`config.mk`:
```
export PLATFORM = sky130hd
export DESIGN_NAME = mem_arbiter2
export DESIGN_NICKNAME = d
export VERILOG_FILES = /design/src/rtl/mem_arbiter2.sv
export SDC_FILE = /design/constraint.sdc
export NUM_CORES = 1
export LEC_CHECK = 0
export ABC_AREA = 1
export CAP_MARGIN = 25
export CORE_AREA = 2 2 135 137
export CTS_BUF_LIST = sky130_fd_sc_hd__clkbuf_8 sky130_fd_sc_hd__clkbuf_16
export DETAILED_ROUTE_END_ITERATION = 6
export DIE_AREA = 0 0 137 139
export GPL_TIMING_DRIVEN = 0
export PLACE_DENSITY = 0.6
export SLEW_MARGIN = 15
export SYNTH_ARGS = -nofsm -noshare
export SYNTH_HDL_FRONTEND = slang
export SYNTH_SLANG_ARGS = --single-unit
```
`constraint.sdc`:
```
create_clock -name clk -period 2.4 [get_ports clk]
set_input_delay 0.24 -clock clk [delete_from_list [all_inputs] [get_ports clk]]
set_output_delay 0.24 -clock clk [all_outputs]
set_load 0.03 [all_outputs]
```
`src/rtl/mem_arbiter2.sv`:
```
// Two-master arbiter for the picorv32 native memory bus, with a bus watchdog
// that completes unanswered transactions and records the failing address.
module mem_arbiter2 #(
    parameter int          PRIORITY_MODE  = 0,
    parameter int          TIMEOUT_CYCLES = 255,
    parameter logic [31:0] TIMEOUT_RDATA  = 32'hBADC_0DE0
) (
    input  logic        clk,
    input  logic        reset_n,

    input  logic        m0_valid,
    input  logic [31:0] m0_addr,
    input  logic [31:0] m0_wdata,
    input  logic [3:0]  m0_wstrb,
    output logic        m0_ready,
    output logic [31:0] m0_rdata,

    input  logic        m1_valid,
    input  logic [31:0] m1_addr,
    input  logic [31:0] m1_wdata,
    input  logic [3:0]  m1_wstrb,
    output logic        m1_ready,
    output logic [31:0] m1_rdata,

    output logic        mem_valid,
    output logic [31:0] mem_addr,
    output logic [31:0] mem_wdata,
    output logic [3:0]  mem_wstrb,
    input  logic        mem_ready,
    input  logic [31:0] mem_rdata,

    input  logic        err_clr,
    output logic        timeout_err,
    output logic [31:0] timeout_addr,
    output logic [1:0]  grant
);

    localparam logic [15:0] TIMEOUT_LIMIT = 16'(TIMEOUT_CYCLES);

    typedef enum logic [1:0] {
        ST_IDLE  = 2'd0,
        ST_BUSY0 = 2'd1,
        ST_BUSY1 = 2'd2
    } state_t;

    state_t      state_reg, state_next;
    logic        last_reg, last_next;
    logic [15:0] cnt_reg, cnt_next;
    logic        err_reg, err_next;
    logic [31:0] taddr_reg, taddr_next;

    // Master ports gathered into arrays so per-master logic is written once.
    logic [1:0]  m_valid;
    logic [31:0] m_addr  [2];
    logic [31:0] m_wdata [2];
    logic [3:0]  m_wstrb [2];
    logic [1:0]  m_ready;
    logic [31:0] m_rdata [2];

    assign m_valid    = {m1_valid, m0_valid};
    assign m_addr[0]  = m0_addr;
    assign m_addr[1]  = m1_addr;
    assign m_wdata[0] = m0_wdata;
    assign m_wdata[1] = m1_wdata;
    assign m_wstrb[0] = m0_wstrb;
    assign m_wstrb[1] = m1_wstrb;

    logic [1:0] own;
    logic       busy;
    logic       fire;
    logic       sel;

    assign own  = (state_reg == ST_BUSY0) ? 2'b01 :
                  (state_reg == ST_BUSY1) ? 2'b10 : 2'b00;
    assign busy = |own;
    assign sel  = own[1];
    // A slave answering in the limit cycle takes precedence over the watchdog.
    assign fire = busy && (cnt_reg == TIMEOUT_LIMIT) && !mem_ready;

    generate
        for (genvar gi = 0; gi < 2; gi++) begin : g_master
            assign m_ready[gi] = own[gi] & (mem_ready | fire);
            assign m_rdata[gi] = (own[gi] && fire) ? TIMEOUT_RDATA : mem_rdata;
        end
    endgenerate

    assign m0_ready = m_ready[0];
    assign m1_ready = m_ready[1];
    assign m0_rdata = m_rdata[0];
    assign m1_rdata = m_rdata[1];

    assign grant        = own;
    assign timeout_err  = err_reg;
    assign timeout_addr = taddr_reg;

    always_comb begin
        mem_valid = 1'b0;
        mem_addr  = 32'd0;
        mem_wdata = 32'd0;
        mem_wstrb = 4'd0;
        if (busy) begin
            mem_valid = !fire;
            mem_addr  = m_addr[sel];
            mem_wdata = m_wdata[sel];
            mem_wstrb = m_wstrb[sel];
        end
    end

    always_comb begin
        state_next = state_reg;
        last_next  = last_reg;
        cnt_next   = cnt_reg;
        err_next   = err_reg & ~err_clr;
        taddr_next = taddr_reg;
        case (state_reg)
            ST_IDLE: begin
                cnt_next = 16'd0;
                if (m_valid == 2'b11) begin
                    // last_reg = 1 means master 1 was served last.
                    if (PRIORITY_MODE == 1 || last_reg)
                        state_next = ST_BUSY0;
                    else
                        state_next = ST_BUSY1;
                end else if (m_valid[0]) begin
                    state_next = ST_BUSY0;
                end else if (m_valid[1]) begin
                    state_next = ST_BUSY1;
                end
            end
            ST_BUSY0, ST_BUSY1: begin
                if (mem_ready || fire) begin
                    state_next = ST_IDLE;
                    last_next  = sel;
                    if (fire) begin
                        err_next   = 1'b1;
                        taddr_next = m_addr[sel];
                    end
                end else begin
                    cnt_next = cnt_reg + 16'd1;
                end
            end
            default: state_next = ST_IDLE;
        endcase
    end

    always_ff @(posedge clk or negedge reset_n) begin
        if (!reset_n) begin
            state_reg <= ST_IDLE;
            last_reg  <= 1'b1;
            cnt_reg   <= 16'd0;
            err_reg   <= 1'b0;
            taddr_reg <= 32'd0;
        end else begin
            state_reg <= state_next;
            last_reg  <= last_next;
            cnt_reg   <= cnt_next;
            err_reg   <= err_next;
            taddr_reg <= taddr_next;
        end
    end

endmodule

```
---- Word level (Yosys, flattened, before mapping) ----
Cells that the tools add are included.
W data, S select, Z words.
storage, ports and cells
  output and inout port bits .............. 170
  bits of input ports ..................... 174
  flip-flop bits (word level) ............. 52
  logic and storage cells ................. 63
operators by class
  add/subtract/negate cells ............... 1
  reductions and logical operators ........ 15
  mux-type cells .......................... 28
  bitwise gates (word level) .............. 6
  order comparisons ....................... 1
  eq/ne operators ......................... 7
operators with widths
  operator                 count
  $mux W32                 10
  $pmux W16 S2             1
  $add A16 B1 Y16 const B  1
  $eq A16 B8 Y1 const B    1
  $mux W16                 1
  $mux W4                  4
  $mux W2                  7
  $reduce_and A2 Y1        3
  $eq A2 B2 Y1 const B     2
  $logic_and A1 B1 Y1      4
  $mux W1                  4
  $ne A2 B2 Y1 const B     2
  $ne A4 B4 Y1 const B     1
  $pmux W2 S2              1
  $reduce_or A2 Y1         2
  $and A1 B1 Y1            3
  $reduce_and A3 Y1        1
  $eq A2 B1 Y1 const B     1
  $ge A2 B2 Y1 const B     1
  $logic_not A1 Y1         2
  $logic_not A2 Y1         1
  $not A1 Y2               1
  $reduce_bool A2 Y1       1
  $logic_or A1 B1 Y1       1
  2 further kinds          2

---- Depth between registers and ports, before layout ----
  depth in word-level cells ............... 9
  depth in mapped cells ................... 11
  mapped depth without buffers ............ 9

---- Worst setup path after synthesis ----
Ideal clock, no wire load.
  path type ............................... register to output
  from .................................... reg state_reg[0]
  to ...................................... out mem_addr[28]
  slack ................................... 303 ps
  data arrival time ....................... 1857 ps
  required time ........................... 2160 ps
  stages on the path, launching flop included .. 7
  buffers on the path ..................... 2
  cell sequence ........................... dfrtp_1 inv_1 ha_1 buf_2 clkbuf_1 mux2i_1 nor2_1
on the way
  longest elaborated chain between the ends .. 8
  elaborated cells between the ends (all ways) .. 10
  classes of those cells .................. 2 x eq/ne; 6 x mux; 1 x bitwise; 1 x reduce/logical
ends and longest elaborated chain
  element                                       RTL line  text
  start, declared                               46        state_t state_reg, state_next;
  start signal, assigned                        154       state_reg <= state_next;
  $eq A2 B2 Y1                                  74        (state_reg == ST_BUSY1) ? 2'b10 : 2'b00;
  $mux W2                                       74
  $mux W2 *                                     73        assign own = (state_reg == ST_BUSY0) ? 2'b01 :
  net grant[1]                                  35        output logic [1:0] grant
  $not A1 Y2 (implied by the code)              103       mem_addr = m_addr[sel];
  $mux W32 (implied by the code) (3 in series)  103
  $mux W32 *                                    101       if (busy) begin
  end, declared                                 26        output logic [31:0] mem_addr,
The timed path passes the listed nets; every way through them passes the cells marked *. The select of a mux whose other input is x is not followed.

---- Final worst setup path ----
  from .................................... reg state_reg[0]
  to ...................................... out mem_addr[30]
on the way
  longest elaborated chain between the ends .. 8
  elaborated cells between the ends (all ways) .. 10
  classes of those cells .................. 2 x eq/ne; 6 x mux; 1 x bitwise; 1 x reduce/logical
ends and longest elaborated chain
  element                                       RTL line
  $eq A2 B2 Y1                                  74
  $mux W2                                       74
  $mux W2 *                                     73
  $not A1 Y2 (implied by the code)              103
  $mux W32 (implied by the code) (3 in series)  103
  $mux W32 *                                    101
Every way passes the cells marked *; elsewhere a longest branch is shown, timed or not. The select of a mux whose other input is x is not followed.

==> flow_summary.html <==
<table>
<tr><th>Metric</th><th>Value</th></tr>
<tr><th colspan="2">Die</th></tr>
<tr><td>Effective utilization at floorplan</td><td>22.82%</td></tr>
<tr><td># IOs</td><td>344</td></tr>
<tr><td>DIE AREA</td><td>0.01904 sq mm</td></tr>
<tr><td>Width of the die</td><td>137 um</td></tr>
<tr><td>Die boundary height</td><td>139 um</td></tr>
<tr><td>Cell Rows</td><td>49</td></tr>
<tr><td>Core region area</td><td>0.01766 sq mm</td></tr>
<tr><th colspan="2">Synth</th></tr>
<tr><td>Count of cell types in the netlist</td><td>29</td></tr>
<tr><td>Adder and majority gate portion of the synthesized area</td><td>1.242%</td></tr>
<tr><td>Number of synthesis warnings</td><td>0</td></tr>
<tr><td>Multiplexer share of the synthesized area</td><td>7.948%</td></tr>
<tr><td>Commonest cells in the netlist</td><td>sky130_fd_sc_hd__nand2_1, sky130_fd_sc_hd__nor2_1, sky130_fd_sc_hd__inv_1, sky130_fd_sc_hd__dfrtp_1, sky130_fd_sc_hd__o21ai_0</td></tr>
<tr><td>Post-Synth XOR/XNOR Area</td><td>1.087%</td></tr>
<tr><td>Sequential share of the synthesized area</td><td>32.32%</td></tr>
<tr><td>Largest family of logic cells by synthesized area</td><td>simple AND/OR/NAND/NOR gates</td></tr>
<tr><td>Number of enable-type register cells in the synthesized netlist</td><td>0</td></tr>
<tr><td>Most used flip-flop cell after synthesis</td><td>sky130_fd_sc_hd__dfrtp_1</td></tr>
<tr><td>Synthesis-stage register bit count</td><td>52</td></tr>
<tr><td>Post-Synth Simple-Gate Area</td><td>35.86%</td></tr>
<tr><td>Dominant cell by count in the synthesized netlist</td><td>sky130_fd_sc_hd__nand2_1</td></tr>
<tr><td>Share of synthesized flip-flops with an asynchronous set or reset</td><td>100.0%</td></tr>
<tr><td>Post-synthesis compound-gate area fraction</td><td>8.941%</td></tr>
<tr><td>Top area cells in the synthesized netlist</td><td>sky130_fd_sc_hd__dfrtp_1, sky130_fd_sc_hd__nand2_1, sky130_fd_sc_hd__nor2_1</td></tr>
<tr><td>Area leader, netlist</td><td>sky130_fd_sc_hd__dfrtp_1</td></tr>
<tr><td>Mean instance size in the synthesized netlist</td><td>6.377 sq um</td></tr>
<tr><td>Synthesized instance count</td><td>632</td></tr>
<tr><td>Nets in the synthesized netlist</td><td>810</td></tr>
<tr><td>Share of the synthesized area in the top cell type</td><td>31.67%</td></tr>
<tr><td>Post-Syn Area</td><td>0.004030 sq mm</td></tr>
<tr><th colspan="2">Status</th></tr>
<tr><td>Violated checks</td><td>negative hold slack</td></tr>
<tr><td>Result of the run</td><td>finished, violations left</td></tr>
<tr><th colspan="2">Critical path</th></tr>
<tr><td>Req. time, crit path</td><td>2.16 ns</td></tr>
<tr><td>Crit path capture type</td><td>primary output</td></tr>
<tr><td>Minimum setup slack among reg-to-reg paths</td><td>0.52 ns</td></tr>
<tr><td>Depth of the most critical reg-to-reg path</td><td>8</td></tr>
<tr><td>Signal arrival time at the worst endpoint</td><td>2.12 ns</td></tr>
<tr><td>CP peak stage delay</td><td>0.39 ns</td></tr>
<tr><td>CP startpoint</td><td>state_reg[0]</td></tr>
<tr><td>Crit path max fanout</td><td>10</td></tr>
<tr><td>Reg2reg start</td><td>state_reg[1]</td></tr>
<tr><td>RR Endpoint</td><td>cnt_reg[1]</td></tr>
<tr><td>Cell chain of the critical path</td><td>inv_1, ha_2, buf_6, clkbuf_4, mux2i_4, nor2_1, dlygate4sd2_1</td></tr>
<tr><td>Highest-delay cell along the critical path</td><td>sky130_fd_sc_hd__dfrtp_1</td></tr>
<tr><td>End of the critical path</td><td>mem_addr[30]</td></tr>
<tr><td>Element type at the critical path start</td><td>flop</td></tr>
<tr><td>Worst Setup Path Type</td><td>flop to primary output</td></tr>
<tr><th colspan="2">Run</th></tr>
<tr><td>Number of max-cap violations</td><td>0</td></tr>
<tr><th colspan="2">GRT</th></tr>
<tr><td>Initial antenna violation count</td><td>0</td></tr>
<tr><td>Total routing usage reported by global routing</td><td>18.27%</td></tr>
<tr><td>Global-route wire length before repair</td><td>27.37 mm</td></tr>
<tr><td>Largest net degree at the start of global routing</td><td>53</td></tr>
<tr><td>Global route overflow</td><td>0</td></tr>
<tr><td>Via count of the first global-routing pass</td><td>5,171</td></tr>
<tr><th colspan="2">STA</th></tr>
<tr><td>Worst Hold Margin</td><td>-0.03453 ns</td></tr>
<tr><td>Count of endpoints failing hold in the final timing report</td><td>29</td></tr>
<tr><td>Total Neg Setup Slack</td><td>0 ns</td></tr>
<tr><td>Number of setup violations in the final report</td><td>0</td></tr>
<tr><td>Clock Skews</td><td>0.009635 ns</td></tr>
<tr><td>Slew Viols, Final</td><td>0</td></tr>
<tr><td>Time the worst path needs with I/O delays and setup</td><td>2.356 ns</td></tr>
<tr><td>Max Clk Rate</td><td>424.5 MHz</td></tr>
<tr><td>Slew margin rel.</td><td>53.86%</td></tr>
<tr><td>Pin slew with the least headroom to its limit</td><td>0.6921 ns</td></tr>
<tr><td>Period utilisation layout</td><td>98.16%</td></tr>
<tr><td>Setup repair after global routing missed its margin</td><td>true</td></tr>
<tr><th colspan="2">Power</th></tr>
<tr><td>Total design power</td><td>7983 uW</td></tr>
<tr><td>Power density over the cells</td><td>978.2 mW/mm^2</td></tr>
<tr><td>Worst vdd ir</td><td>0.6794 mV</td></tr>
<tr><td>Cell leakage power</td><td>0.004038 uW</td></tr>
<tr><th colspan="2">Routing</th></tr>
<tr><td>Drc violations</td><td>0</td></tr>
<tr><td>DRC violation total after the first TritonRoute iteration</td><td>171</td></tr>
<tr><td>First-pass iteration count of the detailed router</td><td>4</td></tr>
<tr><td>Final Routed Wirelength</td><td>18.57 mm</td></tr>
<tr><td>Routed vias</td><td>5,258</td></tr>
<tr><td>DR WL/cell</td><td>15.16 um</td></tr>
<tr><td>Via density</td><td>4.292</td></tr>
<tr><td>Detail Route Antenna Nets</td><td>0</td></tr>
<tr><th colspan="2">CTS</th></tr>
<tr><td>Cell at the root of the clock tree</td><td>sky130_fd_sc_hd__clkbuf_16</td></tr>
<tr><td>CTS sink count</td><td>52</td></tr>
<tr><td>CTS tree</td><td>done</td></tr>
<tr><td>Number of buffers inserted during clock tree synthesis</td><td>5</td></tr>
<tr><td>Clock Latency Late Sink</td><td>0.30 ns</td></tr>
<tr><td>Clock input transition at the sequential cells of the worst setup and hold paths</td><td>0.07 ns</td></tr>
<tr><td>H-tree depth reported by CTS</td><td>2</td></tr>
<tr><td>Buffers from clock root to sink, at most</td><td>2</td></tr>
<tr><th colspan="2">Finish</th></tr>
<tr><td>Number of antenna cells inserted</td><td>0</td></tr>
<tr><td>Area delta synth-&gt;final</td><td>102.5%</td></tr>
<tr><td>Total non-filler cell area in the finished layout</td><td>0.008160 sq mm</td></tr>
<tr><td>Share of the core filled with cells</td><td>46.22%</td></tr>
<tr><td>Largest register FFs</td><td>32</td></tr>
<tr><td>Fraction of layout cells with a size suffix above 1</td><td>24.90%</td></tr>
<tr><td>Layout net count</td><td>1,173</td></tr>
<tr><th colspan="2">Place</th></tr>
<tr><td>Placed cell area</td><td>0.007747 sq mm</td></tr>
<tr><td>Port-buffer cells</td><td>343</td></tr>
<tr><td>RePlAce Congestion</td><td>0.8341</td></tr>
<tr><td>Sum of net half-perimeters after detailed placement</td><td>14.85 mm</td></tr>
<tr><th colspan="2">Hold path</th></tr>
<tr><td>Type of the most critical hold path</td><td>primary input to asynchronous set/reset pin</td></tr>
</table>
[power breakdown]
part	total, uW	switching [uW]	internal (uW)
clock network	745	348	396
logic	6280	4110	2170
registers	955	33.7	921
[how the worst min path moves through the flow]
stage / to / slack, ns / depth (start not counted)
final: timeout_addr[2] / -0.03 / 1
after CTS: timeout_addr[2] / 0.01 / 1
after detailed placement: timeout_addr[2] / 0.33 / 1
after global placement: timeout_addr[11] / 0.46 / 2
after floorplan: cnt_reg[0] / -0.06 / 0
after global routing: timeout_addr[2] / 0.03 / 1
[layout by cell type (no fill, tap or decap), types with 29 or more instances in the layout]
master / instances
sky130_fd_sc_hd__clkdlybuf4s50_1: 207
sky130_fd_sc_hd__nand2_1: 141
sky130_fd_sc_hd__dfrtp_1: 51
sky130_fd_sc_hd__nand2_2: 29
sky130_fd_sc_hd__o21ai_0: 44
sky130_fd_sc_hd__nor2_1: 139
sky130_fd_sc_hd__buf_6: 43
sky130_fd_sc_hd__clkbuf_2: 38
sky130_fd_sc_hd__inv_1: 56
[stage by stage]
step,setup WS [ns],hold WS [ns],cells
5_1_grt,-0.07672,0.02634,1225
3_5_place_dp,-0.3003,0.3309,1204
4_1_cts,-0.04013,0.01035,1219
6_report,0.04428,-0.03453,1225
2_1_floorplan,0.3032,-0.05559,632
3_3_place_gp,-0.5880,0.4633,1204
[repair_timing]
item | 4_1_cts | 5_1_grt
resized for setup | 486 | 192
hold buffers | 0 | 0
endpoints found under the setup margin | 135 | 132
setup buffers | 7 | 4
pin swaps | 5 | 4
cloned | 0 | 3
[layer usage]
layer / global-route usage (%) / wire (um) / vias to the layer above
met4: 5.751 / 437 / 0
met1: 20.36 / 7037 / 2311
met5: 0 / 0 / -
met3: 6.396 / 1973 / 26
li1: - / - / 2674
met2: 32.18 / 9120 / 247
[area by class of cell]
cell class,count,area (sq um)
fillers,1824,9497
repair buffers,357,3341
multi-input cells,470,2491
flip-flops and latches,52,1303
plain buffers,35,309.0
well taps,229,286.5
inverters,74,277.8
clock buffers,5,125.1
clock inverters,3,27.53
[kinds of logic after synthesis]
family,count (synthesis)
xor+xnor,5
flops,52
buf+inv,110
compound gates,72
mux,32
simple gates,357
fa+ha+maj,4
[worst max-delay path, delay by kind of cell (launching register included)]
| family | cells | cell delay (ns) |
|---|---|---|
| buffers and inverters | 4 | 0.89 |
| and+or+nand+nor | 1 | 0.05 |
| DFF | 1 | 0.39 |
| muxes | 1 | 0.26 |
| adders and majority gates | 1 | 0.22 |
Note: power is estimated with default switching activity, not from simulation.
